`config.mk`:
```
export PLATFORM = sky130hd
export DESIGN_NAME = mem_bus_arbiter
export DESIGN_NICKNAME = d
export VERILOG_FILES = /design/src/rtl/mem_bus_arbiter.sv
export SDC_FILE = /design/constraint.sdc
export NUM_CORES = 1
export LEC_CHECK = 0
export BUFFER_PORTS_ARGS = -buffer_cell sky130_fd_sc_hd__buf_2
export CAP_MARGIN = 40
export CORE_MARGIN = 5
export CORE_UTILIZATION = 41
export DETAILED_ROUTE_END_ITERATION = 8
export GPL_TIMING_DRIVEN = 1
export PLACE_DENSITY_LB_ADDON = 0.25
export SETUP_SLACK_MARGIN = 0.4
export SLEW_MARGIN = 20
export SYNTH_ARGS = -nofsm -noshare
export SYNTH_HDL_FRONTEND = slang
export SYNTH_SLANG_ARGS = --single-unit
```
`constraint.sdc`:
```
create_clock -name clk -period 2 [get_ports clk]
set_input_delay 0.1 -clock clk [delete_from_list [all_inputs] [get_ports clk]]
set_output_delay 0.1 -clock clk [all_outputs]
set_load 0.02 [all_outputs]
```
`src/rtl/mem_bus_arbiter.sv`:
```
// mem_bus_arbiter: shares the external memory bus between the PSRAM controller
// (port 0) and the PCM flash controller (port 1). Whole transactions are granted
// through req/gnt, ties go round-robin, and a programmable turnaround gap with all
// pins idle separates consecutive grants. A sticky flag reports over-long grants.
module mem_bus_arbiter #(
  parameter int TURN_CYCLES = 2,
  parameter int HOLD_MAX    = 1024
) (
  input  logic        clk,
  input  logic        rst_n,
  input  logic        req0,
  input  logic        oe0_n,
  input  logic        we0_n,
  input  logic [22:0] addr0,
  input  logic [15:0] dout0,
  input  logic        ce0_n,
  output logic        gnt0,
  input  logic        req1,
  input  logic        oe1_n,
  input  logic        we1_n,
  input  logic [22:0] addr1,
  input  logic [15:0] dout1,
  input  logic        ce1_n,
  output logic        gnt1,
  output logic        mem_oe_n,
  output logic        mem_we_n,
  output logic [22:0] mem_addr,
  output logic [15:0] mem_dout,
  output logic        ram_ce_n,
  output logic        pcm_ce_n,
  output logic        err_hold
);

  // Hold counter must reach HOLD_MAX+1 (its saturation value).
  localparam int            HW        = $clog2(HOLD_MAX + 2);
  localparam logic [HW-1:0] HOLD_LIM  = HW'(HOLD_MAX);
  localparam logic [HW-1:0] HOLD_SAT  = HW'(HOLD_MAX + 1);
  localparam logic          HOLD_EN   = (HOLD_MAX != 0);
  localparam logic          HAS_TURN  = (TURN_CYCLES != 0);
  localparam logic [3:0]    TURN_LOAD = (TURN_CYCLES > 0) ? 4'(TURN_CYCLES - 1) : 4'd0;

  typedef enum logic [1:0] {
    S_IDLE = 2'd0,
    S_GNT0 = 2'd1,
    S_GNT1 = 2'd2,
    S_TURN = 2'd3
  } state_t;

  state_t        state_q, state_d;
  logic          last_q, last_d;     // 1: port 1 was granted most recently
  logic [3:0]    turn_q, turn_d;
  logic [HW-1:0] hold_q, hold_d;
  logic [HW-1:0] hold_inc;
  logic          err_q, err_d;
  logic          in_gnt;

  // Grants are decoded straight from the state flops, so they are registered.
  assign gnt0     = (state_q == S_GNT0);
  assign gnt1     = (state_q == S_GNT1);
  assign err_hold = err_q;
  assign in_gnt   = (state_q == S_GNT0) || (state_q == S_GNT1);

  // Next-state, round-robin tie-break and turnaround counter.
  always_comb begin
    state_d = state_q;
    last_d  = last_q;
    turn_d  = turn_q;
    case (state_q)
      S_IDLE: begin
        if (req0 && req1) begin
          if (last_q) begin
            state_d = S_GNT0;
            last_d  = 1'b0;
          end else begin
            state_d = S_GNT1;
            last_d  = 1'b1;
          end
        end else if (req0) begin
          state_d = S_GNT0;
          last_d  = 1'b0;
        end else if (req1) begin
          state_d = S_GNT1;
          last_d  = 1'b1;
        end else begin
          state_d = S_IDLE;
        end
      end
      S_GNT0, S_GNT1: begin
        if ((state_q == S_GNT0) ? !req0 : !req1) begin
          if (HAS_TURN) begin
            state_d = S_TURN;
            turn_d  = TURN_LOAD;
          end else begin
            state_d = S_IDLE;
          end
        end else begin
          state_d = state_q;
        end
      end
      S_TURN: begin
        if (turn_q == 4'd0) begin
          state_d = S_IDLE;
        end else begin
          turn_d = turn_q - 4'd1;
        end
      end
      default: begin
        state_d = S_IDLE;
      end
    endcase
  end

  // Grant-length watchdog: count completed grant cycles, flag once above HOLD_MAX.
  always_comb begin
    hold_inc = (hold_q == HOLD_SAT) ? HOLD_SAT : hold_q + {{(HW-1){1'b0}}, 1'b1};
    if (in_gnt && (state_d == state_q)) begin
      hold_d = hold_inc;
    end else begin
      hold_d = {HW{1'b0}};
    end
    if (in_gnt && HOLD_EN && (hold_inc > HOLD_LIM)) begin
      err_d = 1'b1;
    end else begin
      err_d = err_q;
    end
  end

  // Arbiter state registers; reset returns to IDLE with port 0 winning the first tie.
  always_ff @(posedge clk or negedge rst_n) begin
    if (!rst_n) begin
      state_q <= S_IDLE;
      last_q  <= 1'b1;
      turn_q  <= 4'd0;
      hold_q  <= {HW{1'b0}};
      err_q   <= 1'b0;
    end else begin
      state_q <= state_d;
      last_q  <= last_d;
      turn_q  <= turn_d;
      hold_q  <= hold_d;
      err_q   <= err_d;
    end
  end

  // Shared pin mux: granted port drives the bus, otherwise everything is idle.
  // Keyed off state_q so an asynchronous reset idles the pins immediately.
  always_comb begin
    mem_oe_n = 1'b1;
    mem_we_n = 1'b1;
    mem_addr = 23'd0;
    mem_dout = 16'd0;
    ram_ce_n = 1'b1;
    pcm_ce_n = 1'b1;
    case (state_q)
      S_GNT0: begin
        mem_oe_n = oe0_n;
        mem_we_n = we0_n;
        mem_addr = addr0;
        mem_dout = dout0;
        ram_ce_n = ce0_n;
      end
      S_GNT1: begin
        mem_oe_n = oe1_n;
        mem_we_n = we1_n;
        mem_addr = addr1;
        mem_dout = dout1;
        pcm_ce_n = ce1_n;
      end
      default: begin
        mem_oe_n = 1'b1;
      end
    endcase
  end

endmodule
```
==> impl_metrics.env, run 1 <==
export IMPL_cts_buffers_inserted=3
export IMPL_gpl_final_weighted_congestion=0.892
export IMPL_drt_iter0_drc=181
export IMPL_avgRoutedWirePerCell_um=20.7
export IMPL_synth_avg_cell_area_um2=7.63
export IMPL_placed_cells=414
export IMPL_power_clock_fraction_pct=5.1
export IMPL_cts_sinks=19
export IMPL_post_route_cells_drive_above_1_share_pct=70.6
export IMPL_path_max_fanout=10
export IMPL_area_growth_syn_to_layout_pct=106
export IMPL_p_per_area_mw_per_mm2=1450
export IMPL_syn_cell_area_mm2=0.00181
export IMPL_synth_distinct_cells=48
export IMPL_postSynthRegisterBits=19
export IMPL_detailroute_via_count=2606
export IMPL_fin_worst_skew_ps=5.11
export IMPL_share_comb_of_total_power_pct=85.6
export IMPL_seq_power_share_pct=9.3
export IMPL_totalNegativeSetupSlack_ps=0
export IMPL_grt_max_degree=32
export IMPL_die_width_um=76.4
export IMPL_num_fill_cells=235
export IMPL_drtAntennaViolNets=0
export IMPL_globalRouteTotalUtil_pct=24.4
export IMPL_netSwitchingPower_mw=2.76
export IMPL_clock_insertion_delay_worst_skew_ps=260
export IMPL_clk_root_buffer_cell="clkbuf_8"
export IMPL_drc=0
export IMPL_synthesis_yosys_warnings=0
export IMPL_timing_max_cap_violations=0
export IMPL_switching_share_pct=51.1
export IMPL_cts_reportedPaths_clkPinSlew_ps=70
export IMPL_coreArea_mm2=0.00432
export IMPL_vdd_ir_drop_max_v=0.00128
export IMPL_total_leakage_power_nw=1.60
export IMPL_nNetsFinal=499
export IMPL_setup_worst_path_end_class="output pin"
export IMPL_mappedNetlistNets=333
export IMPL_fmaxAchievable_mhz=534
export IMPL_final_hold_viol_count=0
export IMPL_internal_power_mw=2.65
export IMPL_worst_slew_pin_slew_ps=453
export IMPL_status="complete, no violations"
export IMPL_rsz0062_at_grt="yes"
export IMPL_timing_final_setup_violations=0
export IMPL_instances_no_fill=455
export IMPL_place_detailed_hpwl_um=4990
export IMPL_die_height_um=76.4
export IMPL_final_period_utilization_pct=93.6
export IMPL_dpl_instance_area_mm2=0.00279
export IMPL_drt_pass1_iterations=4
export IMPL_total_power_mw=5.41
export IMPL_timing_slew_headroom_pct=69.8
export IMPL_min_delay_path_class="in2reg"
export IMPL_floorplan_rows=24
export IMPL_final_max_slew_viol_count=0
export IMPL_clock_tree_htree_level_count=1
export IMPL_fin_area_mm2=0.00372
export IMPL_cts_path_max_buffers=2
export IMPL_number_of_antenna_violations_at_the_first_check_in_global_routing=1
export IMPL_post_drt_via_cell_ratio=5.73
export IMPL_synth_seq_area_share_pct=26.4
export IMPL_critPathLaunchType="register"
export IMPL_start_util_pct=41.8
export IMPL_synthesis_instances=237
export IMPL_grt_overflow_total=0
export IMPL_grt_first_pass_wirelength_um=12000
export IMPL_io_pins=134
export IMPL_critPathRequiredTime_ps=1900
export IMPL_floorplan_die_area_mm2=0.00584
export IMPL_setup_worst_path_class="reg2out"
export IMPL_cts_tree="yes"
export IMPL_buffer_ports_inserted=133
export IMPL_arrival_ps=1770
export IMPL_final_core_util_pct=86.0
export IMPL_timing_final_crit_period_ps=1870
export IMPL_totalWireLength_um=9440
export IMPL_first_global_vias=2452
final timing paths:
kind                       slack (ps)           end  depth (start not counted)  startpoint
max reg2reg                       150    hold_q[10]                          7  state_q[1]
min                               140        last_q                          2        req0
max                               130  mem_addr[19]                          7  state_q[0]
min reg2reg                       600        last_q                          2      last_q
min in group asynchronous         310     hold_q[3]                          2       rst_n
max in group asynchronous        1350     hold_q[0]                          2       rst_n
cells by family (layout without fill, tap and decap cells):
logic type	Yosys count	count (layout)	share of synthesized area, %
XOR/XNOR	10	10	4.84
multiplexers	4	4	2.49
AND/OR/NAND/NOR	95	95	23.6
AO/OA/AOI/OAI	71	71	29.7
adder cells (fa/ha/maj)	8	8	5.54
other	0	1	0
flip-flops	19	19	26.4
buffers and inverters	30	195	7.47
synthesized netlist by cell type (all sizes together):
master / instances / area share, %
nor4: 1 / 0.35
a21oi: 6 / 1.7
ha: 8 / 5.5
o21ai: 4 / 1.1
a21o: 1 / 0.42
a221o: 3 / 1.7
o211ai: 2 / 0.83
nor3b: 1 / 0.42
mux2: 1 / 0.83
a22o: 2 / 0.97
o21a: 2 / 0.83
inv: 10 / 2.1
o21ba: 1 / 0.55
o32ai: 1 / 0.48
o2bb2ai: 1 / 0.48
nand2: 11 / 2.3
dfrtp: 18 / 25
or4: 1 / 0.42
xor2: 2 / 0.97
nand2b: 5 / 1.7
clkinv: 1 / 0.21
o22ai: 1 / 0.35
nor2: 54 / 11
nand3: 6 / 1.9
or3: 1 / 0.35
a2111o: 1 / 0.62
a31o: 1 / 0.48
a41oi: 1 / 0.90
a22oi: 39 / 16
o31ai: 1 / 0.42
xnor2: 8 / 3.9
a211oi: 1 / 0.42
mux2i: 3 / 1.7
and3: 1 / 0.35
nand4: 4 / 1.4
dfstp: 1 / 1.5
a31oi: 2 / 0.69
clkbuf: 14 / 3.0
nor3: 10 / 3.0
a21boi: 1 / 0.62
buf: 5 / 2.1
flip-flops by register name, indices dropped and copies added (netlist names):
name      cells
err_hold      1
hold_q       11
last_q        1
state_q       2
turn_q        4
final cells by class:
type                    instances  area (um2)  share of cell area, %
multi-input cells             188        1740                   46.9
repair buffers                179        1320                   35.4
flip-flops and latches         19         480                   12.9
well taps                      52        65.1                   1.75
inverters                      11        56.3                   1.51
clock buffers                   4        45.0                   1.21
repair inverters                1        8.76                  0.236
diodes                          1        2.50                 0.0673
power by group through the flow:
| stage | clock, mW | combinational [mW] | sequential [mW] |
|---|---|---|---|
| 6_report | 0.276 | 4.63 | 0.505 |
| 5_1_grt | 0.308 | 4.84 | 0.510 |
| 4_1_cts | 0.282 | 3.77 | 0.494 |
| 3_5_place_dp | 0 | 2.95 | 0.515 |
| 3_3_place_gp | 0 | 2.93 | 0.512 |
| 2_1_floorplan | 0 | 2.26 | 0.511 |
worst max-delay path, stage by stage (launching register included):
cell,delay [ps]
dfrtp_2,450
inv_4,100
ha_4,270
buf_12,140
buf_16,130
a22oi_1,90
nor2_2,140
buf_2,180
metrics by stage:
stage	setup WS, ps	hold WS [ps]
after global placement	230	67.4
final	129	139
after global routing	61.7	144
after floorplan	123	-196
after detailed placement	210	63.1
after CTS	233	112
cells in the final DEF, fill, tap and decap left out, types with 2 or more instances in the layout:
cell / instances
nand2b_1: 3
clkbuf_8: 3
nor3_4: 2
a221o_1: 3
a22oi_2: 18
o211ai_1: 2
o21ai_2: 2
nor3_1: 5
nand4_1: 4
ha_1: 2
dfrtp_1: 15
nand2_1: 9
buf_2: 111
buf_16: 2
a21oi_1: 4
xor2_1: 2
nor2_2: 19
a31oi_1: 2
clkbuf_16: 2
dfrtp_2: 3
nand2b_4: 2
nor2_4: 26
mux2i_1: 2
a21oi_2: 2
inv_1: 8
xnor2_1: 8
a22o_1: 2
buf_6: 27
o21a_1: 2
buf_4: 30
nand3_1: 5
a22oi_1: 21
nor3_2: 3
ha_4: 5
nor2_1: 9
buf_12: 5
metal layers:
layer | global-route usage, % | vias to the layer above | part of all wire, %
met4 | 7.69 | 0 | 4.1
li1 | - | 1202 | -
met3 | 5.56 | 33 | 6.1
met2 | 43.6 | 143 | 53
met5 | 0 | - | 0
met1 | 28.6 | 1228 | 36
timing repair:
action,in CTS,in global routing
hold buffers,1,0
pin swaps,11,28
cloned,4,3
setup endpoints to repair,60,62
endpoints found under the hold margin,18,0
buffers inserted,17,11
gates resized for setup,63,68
Power figures use the tool's default switching activity.
==> run 2, diff against run 1 <==
--- a/config.mk
+++ b/config.mk
@@ -8,7 +8,7 @@
 export BUFFER_PORTS_ARGS = -buffer_cell sky130_fd_sc_hd__buf_2
 export CAP_MARGIN = 40
 export CORE_MARGIN = 5
-export CORE_UTILIZATION = 41
+export CORE_UTILIZATION = 30
 export DETAILED_ROUTE_END_ITERATION = 8
 export GPL_TIMING_DRIVEN = 1
 export PLACE_DENSITY_LB_ADDON = 0.25
@@ -17,3 +17,4 @@
 export SYNTH_ARGS = -nofsm -noshare
 export SYNTH_HDL_FRONTEND = slang
 export SYNTH_SLANG_ARGS = --single-unit
+export TNS_END_PERCENT = 10
==> constraint.sdc (replaced) <==
create_clock -name clk -period 1.8 [get_ports clk]
set_input_delay 0.09 -clock clk [delete_from_list [all_inputs] [get_ports clk]]
set_output_delay 0.09 -clock clk [all_outputs]
set_load 0.02 [all_outputs]
==> run 2 against run 1 <==
- count of clock-buffer cells in the layout stayed put
- sequential share of layout area is 2.2 points higher
- sequential cell count stayed put
- via count is 10% lower
- global-route usage is 7.2 points lower
- worst setup slack worse by 95 ps
- largest cell class unchanged
==> impl_metrics.env, run 2 (synthesis gave the netlist of run 1 again) <==
export IMPL_start_util_pct=30.7
export IMPL_switching_share_pct=47.7
export IMPL_cts_tree="yes"
export IMPL_arrival_ps=1680
export IMPL_number_of_antenna_violations_at_the_first_check_in_global_routing=0
export IMPL_gpl_final_weighted_congestion=0.907
export IMPL_total_power_mw=4.54
export IMPL_vdd_ir_drop_max_v=0.000904
export IMPL_path_max_fanout=21
export IMPL_post_route_cells_drive_above_1_share_pct=52.9
export IMPL_floorplan_die_area_mm2=0.00768
export IMPL_setup_worst_path_end_class="output pin"
export IMPL_multi_input_area_mm2=0.00136
export IMPL_cts_sinks=19
export IMPL_seq_power_share_pct=12.2
export IMPL_clock_insertion_delay_worst_skew_ps=260
export IMPL_cts_buffers_inserted=3
export IMPL_totalNegativeSetupSlack_ps=0
export IMPL_cts_path_max_buffers=2
export IMPL_final_layout_worst_hold_slack_ps=103
export IMPL_critPathRequiredTime_ps=1710
export IMPL_totalWireLength_um=7010
export IMPL_drc=0
export IMPL_avgRoutedWirePerCell_um=15.3
export IMPL_crit_path_cell_trace="buf_4, ha_4, bufbuf_16, a22oi_1, nor2_1, buf_2"
export IMPL_critical_path_reg2reg_endpoint="hold_q[6]"
export IMPL_num_fill_cells=544
export IMPL_timing_final_crit_period_ps=1770
export IMPL_drtAntennaViolNets=0
export IMPL_preCtsSetupSlack_ps=35.9
export IMPL_diodes=0
export IMPL_setup_worst_path_class="reg2out"
export IMPL_leading_cell_type_in_the_layout_fill_and_taps_excluded="buf_2"
export IMPL_coreArea_mm2=0.00589
export IMPL_final_period_utilization_pct=98.2
export IMPL_top_register="hold_q"
export IMPL_grt_overflow_total=0
export IMPL_area_growth_syn_to_layout_pct=74.7
export IMPL_final_max_slew_viol_count=0
export IMPL_flip_flop_count_of_the_largest_register_all_copies_and_words_added=11
export IMPL_rrSetupSlack_ps=40
export IMPL_critPathLaunchType="register"
export IMPL_worstReg2RegStart="state_q[1]"
export IMPL_detailroute_via_count=2336
export IMPL_post_drt_via_cell_ratio=5.09
export IMPL_timing_max_cap_violations=0
export IMPL_nNetsFinal=481
export IMPL_fmaxAchievable_mhz=566
export IMPL_netSwitchingPower_mw=2.16
export IMPL_timing_critical_path_to="mem_dout[11]"
export IMPL_share_comb_of_total_power_pct=80.9
export IMPL_timing_slew_headroom_pct=70.8
export IMPL_die_width_um=87.6
export IMPL_timing_final_setup_violations=0
export IMPL_globalRouteTotalUtil_pct=17.2
export IMPL_final_cell_mix="99 x buf_2, 47 x nor2_1, 46 x buf_4"
export IMPL_status="complete, no violations"
export IMPL_reg2reg_depth=7
export IMPL_grt_max_degree=26
export IMPL_grt_first_pass_wirelength_um=10600
export IMPL_min_delay_path_class="in2reg"
export IMPL_clk_root_buffer_cell="clkbuf_8"
export IMPL_fin_worst_skew_ps=3.41
export IMPL_postLayoutSetupSlackWorst_ps=33.3
export IMPL_area_sequential_um2=478
export IMPL_rsz0062_at_grt="yes"
export IMPL_buffer_ports_inserted=133
export IMPL_floorplan_rows=28
export IMPL_worst_slew_pin_slew_ps=438
export IMPL_power_clock_fraction_pct=6.9
export IMPL_place_detailed_hpwl_um=5220
export IMPL_p_per_area_mw_per_mm2=1440
export IMPL_timing_critical_path_slowest_cell_delay_ps=400
export IMPL_reg_top3="hold_q x11, turn_q x4, state_q x2"
export IMPL_total_leakage_power_nw=1.47
export IMPL_clock_tree_htree_level_count=1
export IMPL_first_global_vias=2306
export IMPL_cts_reportedPaths_clkPinSlew_ps=80
export IMPL_drt_iter0_drc=110
export IMPL_die_height_um=87.6
export IMPL_internal_power_mw=2.37
export IMPL_final_hold_viol_count=0
export IMPL_drt_pass1_iterations=4
export IMPL_crit_start="state_q[1]"
export IMPL_crit_path_max_delay_cell_type="dfrtp_1"
export IMPL_io_pins=134
-- run 2: cell types whose count changed in the layout (fill, tap and decap cells not counted), moves of 3 or more --
cell / previous run / this run
nor2_4: 26 / 1
buf_4: 30 / 46
a22oi_1: 21 / 30
buf_2: 111 / 99
a22oi_2: 18 / 9
nor2_2: 19 / 6
o21ai_0: 0 / 3
nor2_1: 9 / 47
buf_6: 27 / 8
-- run 2: worst min path at each step --
stage                     startpoint        end  slack, ps  depth (start not counted)
after global placement         rst_n  hold_q[8]         70                          1
final                           req0     last_q        100                          2
after detailed placement       rst_n  hold_q[8]         70                          1
after CTS                       req0     last_q         70                          2
after global routing            req0     last_q        100                          2
after floorplan                rst_n   err_hold       -210                          0
-- run 2: critical path, delay by kind of cell (launching register included) --
kind                     cells  cell delay [ps]
AND/OR/NAND/NOR              1               60
adder cells (fa/ha/maj)      1              170
AO/OA/AOI/OAI                1              170
buffers and inverters        3              610
flip-flops                   1              400
-- run 2: through the flow --
stage / instance area [um2] / utilization [%] / std cells
2_1_floorplan: 1820 / - / 237
3_3_place_gp: 2650 / 45.0 / 444
3_5_place_dp: 2650 / 45.0 / 444
4_1_cts: 2950 / 50.1 / 459
5_1_grt: 3160 / 53.7 / 459
6_report: 3160 / 53.7 / 459
-- run 2: routing by layer --
layer	track usage (%)	routed length [um]	vias up
li1	-	-	1153
met1	21.7	2840	1071
met2	29.1	3610	96
met3	2.35	368	16
met4	7.39	195	0
met5	0	0	-
-- run 2: layout make-up --
| cell class | count | area share, % |
|---|---|---|
| multi-input combinational | 188 | 43.0 |
| timing repair buffer | 162 | 35.9 |
| sequential | 19 | 15.1 |
| inverter | 11 | 1.54 |
| clock buffer | 4 | 1.43 |
| tap | 75 | 2.97 |
-- run 2: power by group through the flow --
stage / sequential [mW] / combinational [mW] / clock, mW
6_report: 0.555 / 3.67 / 0.313
5_1_grt: 0.565 / 3.95 / 0.344
4_1_cts: 0.547 / 3.37 / 0.323
3_5_place_dp: 0.555 / 2.76 / 0
3_3_place_gp: 0.554 / 2.76 / 0
2_1_floorplan: 0.565 / 1.78 / 0
-- run 2: timing repair --
action	in CTS	in global routing
cloned	3	0
pin swaps	5	6
buffers inserted	7	0
endpoints found under the hold margin	18	0
hold buffers	1	0
setup endpoints to repair	63	63
gates resized for setup	27	61
